### config.mk
export PLATFORM = sky130hd
export DESIGN_NAME = bitcoin_nonce_scheduler
export DESIGN_NICKNAME = d
export VERILOG_FILES = /design/src/rtl/bitcoin_nonce_scheduler.sv
export SDC_FILE = /design/constraint.sdc
export NUM_CORES = 2
export LEC_CHECK = 0
export ABC_AREA = 1
export BUFFER_PORTS_ARGS = -buffer_cell sky130_fd_sc_hd__buf_2
export CAP_MARGIN = 20
export CELL_PAD_IN_SITES_DETAIL_PLACEMENT = 1
export CELL_PAD_IN_SITES_GLOBAL_PLACEMENT = 2
export CORE_AREA = 2 2 689 691
export DETAILED_ROUTE_END_ITERATION = 16
export DIE_AREA = 0 0 691 693
export PLACE_DENSITY_LB_ADDON = 0.1
export SYNTH_ARGS = -nofsm -noshare
export SYNTH_HDL_FRONTEND = slang
export SYNTH_SLANG_ARGS = --single-unit
### constraint.sdc
create_clock -name clk -period 2.2 [get_ports clk]
set_clock_uncertainty 0.15 [all_clocks]
set_input_delay 0 -clock clk [delete_from_list [all_inputs] [get_ports clk]]
set_output_delay 0 -clock clk [all_outputs]
set_load 0.02 [all_outputs]
### src/rtl/bitcoin_nonce_scheduler.sv
// rtl/bitcoin_nonce_scheduler.sv - Bitcoin double-SHA-256 nonce sweep sequencer for a shared core
//
// Purpose: drives one single-block SHA-256 core through a midstate pass and
// then two passes per nonce (header block 2, then hash-of-hash). Streams
// word 0 of each final digest to a valid/ready result sink.
//
// Ports:
//   clk, reset_n            clock, asynchronous active-low reset
//   start, header,          job request (sampled in IDLE), 20-word header,
//   nonce_base                first nonce value
//   busy, done              job in progress, one-cycle completion pulse
//   core_start, core_done   core handshake (one-cycle pulses)
//   core_msg, core_h_in     16-word message and 8-word chaining value to core
//   core_h_out              8-word digest from core
//   res_valid, res_ready    result handshake
//   res_index, res_nonce,   nonce index, nonce value and digest word 0
//   res_hash
module bitcoin_nonce_scheduler #(
  parameter int unsigned NUM_NONCES = 16
) (
  input  logic         clk,
  input  logic         reset_n,
  input  logic         start,
  input  logic [639:0] header,
  input  logic [31:0]  nonce_base,
  output logic         busy,
  output logic         done,
  output logic         core_start,
  input  logic         core_done,
  output logic [511:0] core_msg,
  output logic [255:0] core_h_in,
  input  logic [255:0] core_h_out,
  output logic         res_valid,
  input  logic         res_ready,
  output logic [15:0]  res_index,
  output logic [31:0]  res_nonce,
  output logic [31:0]  res_hash
);

  typedef enum logic [3:0] {
    IDLE, MID_GO, MID_WAIT, P1_GO, P1_WAIT, P2_GO, P2_WAIT, EMIT, FIN
  } state_t;

  // Word 0 sits in the least significant 32 bits.
  localparam logic [255:0] IV = {
    32'h5be0cd19, 32'h1f83d9ab, 32'h9b05688c, 32'h510e527f,
    32'ha54ff53a, 32'h3c6ef372, 32'hbb67ae85, 32'h6a09e667
  };
  localparam logic [15:0] LAST_N = 16'(NUM_NONCES - 1);

  state_t         state_q, state_d;
  logic [607:0]   hdr_q, hdr_d;        // header word 19 is replaced by the nonce
  logic [31:0]    base_q, base_d;
  logic [15:0]    n_q, n_d;
  logic [255:0]   mid_q, mid_d;
  logic [255:0]   h1_q, h1_d;
  logic           settle_q, settle_d;
  logic           res_valid_q, res_valid_d;
  logic [15:0]    res_index_q, res_index_d;
  logic [31:0]    res_nonce_q, res_nonce_d;
  logic [31:0]    res_hash_q, res_hash_d;

  logic [31:0]    nonce;
  logic           unused_hdr_word19;

  assign nonce             = base_q + {16'h0000, n_q};
  assign unused_hdr_word19 = ^header[639:608];

  always_ff @(posedge clk or negedge reset_n) begin
    if (!reset_n) begin
      state_q     <= IDLE;
      hdr_q       <= '0;
      base_q      <= '0;
      n_q         <= '0;
      mid_q       <= '0;
      h1_q        <= '0;
      settle_q    <= 1'b0;
      res_valid_q <= 1'b0;
      res_index_q <= '0;
      res_nonce_q <= '0;
      res_hash_q  <= '0;
    end else begin
      state_q     <= state_d;
      hdr_q       <= hdr_d;
      base_q      <= base_d;
      n_q         <= n_d;
      mid_q       <= mid_d;
      h1_q        <= h1_d;
      settle_q    <= settle_d;
      res_valid_q <= res_valid_d;
      res_index_q <= res_index_d;
      res_nonce_q <= res_nonce_d;
      res_hash_q  <= res_hash_d;
    end
  end

  // The MID and P1 waits linger one extra cycle after core_done (settle_q)
  // so the following GO never pulses core_start in the cycle right after
  // core_done. The P2 path gets the same gap from EMIT.
  always_comb begin
    state_d     = state_q;
    hdr_d       = hdr_q;
    base_d      = base_q;
    n_d         = n_q;
    mid_d       = mid_q;
    h1_d        = h1_q;
    settle_d    = settle_q;
    res_valid_d = res_valid_q;
    res_index_d = res_index_q;
    res_nonce_d = res_nonce_q;
    res_hash_d  = res_hash_q;
    case (state_q)
      IDLE: begin
        if (start) begin
          hdr_d   = header[607:0];
          base_d  = nonce_base;
          n_d     = '0;
          state_d = MID_GO;
        end
      end
      MID_GO: state_d = MID_WAIT;
      MID_WAIT: begin
        if (settle_q) begin
          settle_d = 1'b0;
          state_d  = P1_GO;
        end else if (core_done) begin
          mid_d    = core_h_out;
          settle_d = 1'b1;
        end
      end
      P1_GO: state_d = P1_WAIT;
      P1_WAIT: begin
        if (settle_q) begin
          settle_d = 1'b0;
          state_d  = P2_GO;
        end else if (core_done) begin
          h1_d     = core_h_out;
          settle_d = 1'b1;
        end
      end
      P2_GO: state_d = P2_WAIT;
      P2_WAIT: begin
        if (core_done) begin
          res_hash_d  = core_h_out[31:0];
          res_index_d = n_q;
          res_nonce_d = nonce;
          res_valid_d = 1'b1;
          state_d     = EMIT;
        end
      end
      EMIT: begin
        if (res_valid_q && res_ready) begin
          res_valid_d = 1'b0;
          if (n_q == LAST_N) begin
            state_d = FIN;
          end else begin
            n_d     = n_q + 16'd1;
            state_d = P1_GO;   // midstate is reused for every nonce
          end
        end
      end
      FIN:     state_d = IDLE;
      default: state_d = IDLE;
    endcase
  end

  always_comb begin
    busy       = (state_q != IDLE);
    done       = (state_q == FIN);
    core_start = (state_q == MID_GO) || (state_q == P1_GO) || (state_q == P2_GO);
    core_msg   = '0;
    core_h_in  = '0;
    case (state_q)
      MID_GO, MID_WAIT: begin
        core_msg  = hdr_q[511:0];
        core_h_in = IV;
      end
      P1_GO, P1_WAIT: begin
        core_msg  = {32'h00000280, 320'h0, 32'h80000000, nonce, hdr_q[607:512]};
        core_h_in = mid_q;
      end
      P2_GO, P2_WAIT: begin
        core_msg  = {32'h00000100, 192'h0, 32'h80000000, h1_q};
        core_h_in = IV;
      end
      default: begin
        core_msg  = '0;
        core_h_in = '0;
      end
    endcase
  end

  assign res_valid = res_valid_q;
  assign res_index = res_index_q;
  assign res_nonce = res_nonce_q;
  assign res_hash  = res_hash_q;

  // A core_done outside a WAIT state means the core and scheduler disagree.
  a_core_done_in_wait: assert property (@(posedge clk) disable iff (!reset_n)
    core_done |-> (state_q == MID_WAIT || state_q == P1_WAIT || state_q == P2_WAIT));

endmodule
# ---- Yosys cells after proc, flatten, opt, wreduce, memory -nomap -nowiden
# Index checks and enable logic that the tools add are counted.
dict set report op_classes {
  add_sub_neg 2
  eq_ne 15
  n_mux 18
  n_bitwise 1
  n_reduce_logical 19
}
# operator n
set op_table {}
lappend op_table {{$pmux 512 s3} 1}
lappend op_table {{$pmux 256 s2} 1}
lappend op_table {{$mux 16} 3}
lappend op_table {{$add 32x16->32} 1}
lappend op_table {{$pmux 16 s2} 1}
lappend op_table {{$pmux 4 s8} 1}
lappend op_table {{$mux 4} 6}
lappend op_table {{$add 16x1->16 const B} 1}
lappend op_table {{$eq 16x4->1 const B} 1}
lappend op_table {{$eq 4x3->1 const B} 4}
lappend op_table {{$ne 2x2->1 const B} 6}
lappend op_table {{$reduce_and 3->1} 3}
lappend op_table {{$eq 4x2->1 const B} 2}
lappend op_table {{$reduce_or 2->1} 4}
lappend op_table {{$reduce_and 5->1} 1}
lappend op_table {{$eq 4x1->1 const B} 1}
lappend op_table {{$eq 4x4->1 const B} 1}
lappend op_table {{$logic_not 4->1} 1}
lappend op_table {{$mux 1} 4}
lappend op_table {{$reduce_and 2->1} 2}
lappend op_table {{$reduce_and 4->1} 1}
lappend op_table {{$reduce_bool 2->1} 2}
lappend op_table {{$reduce_bool 4->1} 1}
lappend op_table {{$reduce_or 4->1} 1}
lappend op_table {{4 further kinds} 5}
dict set report totals {
  ff_bits 1254
  in_bits 933
  word_cells 66
}

# ---- Longest topological paths before layout
dict set report depth {
  word_depth 4
  ltp_mapped 13
  ltp_nobuf 13
}

# ---- Least setup slack after synthesis
# No wires, ideal clock.
dict set report synth_path {
  kind {register -> register}
  from {reg n_q[0]}
  to {reg res_nonce_q[16], in the netlist res_nonce[16]}
  setup_time_ns 0.117
  arrival_ns 1.853
  required_time_ns 1.933
  path_slack_ns 0.080
  path_stages_with_launch 12
  synth_period_minus_slack_ns 2.120
  cell_sequence {dfrtp_1 ha_1 fa_1 nand2_1 a21oi_1 nand2_1 nand2_1 nand2_1 nand2_1 or2_2 nand3_1 nand2_1}
}
dict set report synth_between {
  elab_chain_len 1
}
# item line
set synth_rtl {}
lappend synth_rtl {{start: declaration} 54} ;# logic [15:0] n_q, n_d;
lappend synth_rtl {{start signal: assignment} 86} ;# n_q <= n_d;
lappend synth_rtl {{$add 32x16->32} 66} ;# assign nonce = base_q + {16'h0000, n_q};
lappend synth_rtl {{end signal: assignment} 92} ;# res_nonce_q <= res_nonce_d;
lappend synth_rtl {{end: declaration} 60} ;# logic [31:0] res_nonce_q, res_nonce_d;
# No other way between the ends.
# A chain may end at the register's enable or synchronous reset.

# ---- Worst setup path after layout
dict set report layout_path {
  from {reg base_q[0]}
  to {out core_msg[106]}
}
dict set report layout_between {
  elab_chain_len 2
}
# item line
set layout_rtl {}
lappend layout_rtl {{start: declaration} 53} ;# logic [31:0] base_q, base_d;
lappend layout_rtl {{start signal: assignment} 85} ;# base_q <= base_d;
lappend layout_rtl {{$add 32x16->32} 66}
lappend layout_rtl {{$pmux 512 s3} 173} ;# case (state_q)
lappend layout_rtl {{end: declaration} 30} ;# output logic [511:0] core_msg,
# No other way between the ends.

==> results.cfg <==
[critical_path]
critical_path.startpoint_type = register
worst-setup-path-type = reg2out
crit_arrival_ns = 3.29
critPathRequiredTime_ns = 2.05
path_max_fanout = 2
ff2ff_path_depth = 24
cp-end-kind = output pin

[synthesis]
netlist_top_cells_area = dfrtp_1 (57%), nand2_1 (9.8%), mux2_2 (7.6%)
synth-seq-area-share_pct = 56.5
async_flop_share_pct = 100
synth_xor_area_share_pct = 0.394
synth_top_area_cell = dfrtp_1
ys_seq_elements = 1254
synth_area_um2 = 55500
yosys.area_share.adder_pct = 0.419
synth-simple-area-share_pct = 16.6
syn_avg_cell_area_um2 = 8.97
synthesis.nets = 7136
synth_compound_area_share_pct = 10.3
synth_mux_area_share_pct = 7.59
synth_top_family_by_area = simple AND/OR/NAND/NOR gates
ys.flop_type = dfrtp_1
synthCells = 6185
yosys_warnings = 0
synth_most_common_cell = nand2_1
synth_cell_types = 35
synthTopCellsByCount = nand2_1 (1450), dfrtp_1 (1254), inv_1 (747)
synth_edf_count = 0
synth_top_area_share_pct = 56.5

[sta]
relSlewSlack_pct = 53.3
fin_crit_sh_pct = 156
setup_slack_ns = -1.24
slew_viol_final = 0
hold_ws_ns = 0.0263
fmax_mhz = 291
setup-violations-final = 838
rsz0062_at_grt = yes
worst_slew_pin_slew_ns = 0.700
hold_violations = 0
layout_min_cycle_time_ns = 3.44

[global_route]
grt_pass1_vias = 65100
met1_usage_pct = 19.4
grt_use_met2_pct = 32.5
grt_overflow = 0
use_met3_pct = 4.28
grt_max_degree = 99
grt_usage_pct = 17.3
grt_pass1_wl_um = 573000
antenna_found_initial = 243
top_usage_layer = met2

[clock_network]
cts_made_buffers = 191
clock_latency_ns = 0.91
htreeDepth = 4
cts_tree = yes
clk_path_buf_depth = 4
root_buffer = clkbuf_16
clock_sinks = 1254
clk_pin_slew_worst_paths_ns = 0.06

[floorplan]
io_pins = 1785
fp.dieW_um = 691
core_um2 = 472000
die-area_um2 = 479000
start_util_pct = 11.8
rows = 253
die_y_um = 693

[placement]
portBuffers = 1752
gp_congestion = 0.833
dpl.cell_count = 14300
dp_hpwl_um = 335000
place_ws_ns = -0.967

[detailed_routing]
drc = 0
wl_um = 436000
drt-initial-drc-count = 2474
via_per_inst = 3.59
ant_nets = 0
num_vias = 59900
wire_per_inst_um = 26.2
firstDrtPassIters = 5

[final_layout]
utilization_pct = 23.0
area_growth_pct = 95.7
drive_gt1_share_pct = 34.0
register_area_um2 = 31400
n_fill_cell = 54700
nets = 11100
stdcell_count = 16700
multiInputGateArea_um2 = 22700

[pwr]
power_frac_seq_pct = 23.0
totalPowerFinal_mw = 176
p_per_area_nw_per_um2 = 1620
power_frac_comb_pct = 59.0
p_leak_nw = 52.8
peakVddDrop_v = 0.000746
switchingPower_mw = 81.9
p_sw_share_pct = 46.7
p_int_mw = 93.7
clkPwrFrac_pct = 18.0

[status]
status = finished with violations
violations = negative setup slack

[run]
maxCapViolCount = 0

[min_path]
hold_depth = 3
hp-class = in2reg
[cell usage in the layout (no fill, tap or decap), drive strengths merged]
cell	instances
clkinv	32
nand2b	1
xor2	17
or2	2
mux2	374
nor3	25
clkinvlp	3
nor4	5
buf	2361
a22o	146
inv	755
dfrtp	1254
nand3	174
nand3b	3
nand4	7
xnor2	8
ha	17
dlygate4sd3	1790
nor2	694
clkbuf	339
o211ai	8
bufinv	8
fa	1
a21oi	276
diode	75
bufbuf	1
nand2	1454
a21o	1
o21bai	4
o21ai	584
a221o	1
[registers in the layout, indices dropped and copies added, names as in the netlist]
signal / flops
h1_q: 256
base_q: 32
settle_q: 1
res_nonce: 32
hdr_q: 608
n_q: 16
mid_q: 256
res_valid: 1
res_index: 16
state_q: 4
res_hash: 32
[final timing paths]
check	start	endpoint	slack [ns]
worst max-delay path	base_q[0]	core_msg[106]	-1.24
worst min-delay path	nonce_base[0]	base_q[0]	0.03
worst max register to register	base_q[1]	res_nonce[31]	-1.05
worst min register to register	res_index[11]	res_index[11]	0.31
max in group asynchronous	reset_n	hdr_q[138]	0.60
min in group asynchronous	reset_n	hdr_q[350]	0.23
[timing repair]
action                                 in CTS  in global routing
resized for setup                         481                871
endpoints found under the hold margin    2508                  0
pin swaps                                  47                104
gates cloned                               23                 42
setup endpoints to repair                 821               1182
hold buffers                             1791                  0
buffers inserted                           71                 60
[cell families (layout without fill, tap and decap cells)]
family,Yosys count,count (layout)
compound gates,1020,1020
buf+inv,1129,5289
other cells,0,75
simple gates,2365,2365
fa+ha+maj,18,18
xor+xnor,25,25
flops,1254,1254
mux,374,374
[worst max-delay path, cell delays in order, from the launching register on]
cell and delay (ns):
dfrtp_1 0.41, ha_4 0.18, fa_2 0.37, nand2_4 0.10, nand2_2 0.05, nand3b_1 0.12, nand2_2 0.09, buf_6 0.13
nand2_4 0.05, nand2_4 0.08, xnor2_4 0.14, buf_12 0.14, o21bai_1 0.15, buf_4 0.21, buf_12 0.13
[area by class of cell]
cell class / instances / share of cell area [%]
inverters: 754 / 2.68
flip-flops and latches: 1254 / 28.9
well taps: 6247 / 7.20
clock inverters: 43 / 0.501
diodes: 75 / 0.173
repair inverters: 1 / 0.0150
clock buffers: 299 / 5.23
repair buffers: 4192 / 34.4
multi-input cells: 3802 / 20.9
[power by group through the flow]
stage / Combinational [mW] / Clock (mW) / Sequential, mW
floorplan: 38.7 / 0 / 38.4
global placement: 83.8 / 0 / 40.2
detailed placement: 84.0 / 0 / 40.4
CTS: 94.9 / 33.3 / 40.2
global route: 111 / 33.9 / 41.8
finish: 104 / 31.6 / 40.4
[through the flow]
step | TNS, ns | instance area [µm²]
after floorplan | 0 | 55500
after global placement | -28.94 | 76400
after detailed placement | -25.47 | 76500
after CTS | -655.45 | 104000
after global routing | -741.74 | 109000
final | -553.83 | 109000
[metal layers]
metal  vias to the layer above  part of all wire (%)
met5                         -                 0.076
met4                        52                   3.1
met3                       681                   5.6
met2                      1649                    52
met1                     29800                    39
li1                      27700                     -
Note: power is estimated with default switching activity, not from simulation.
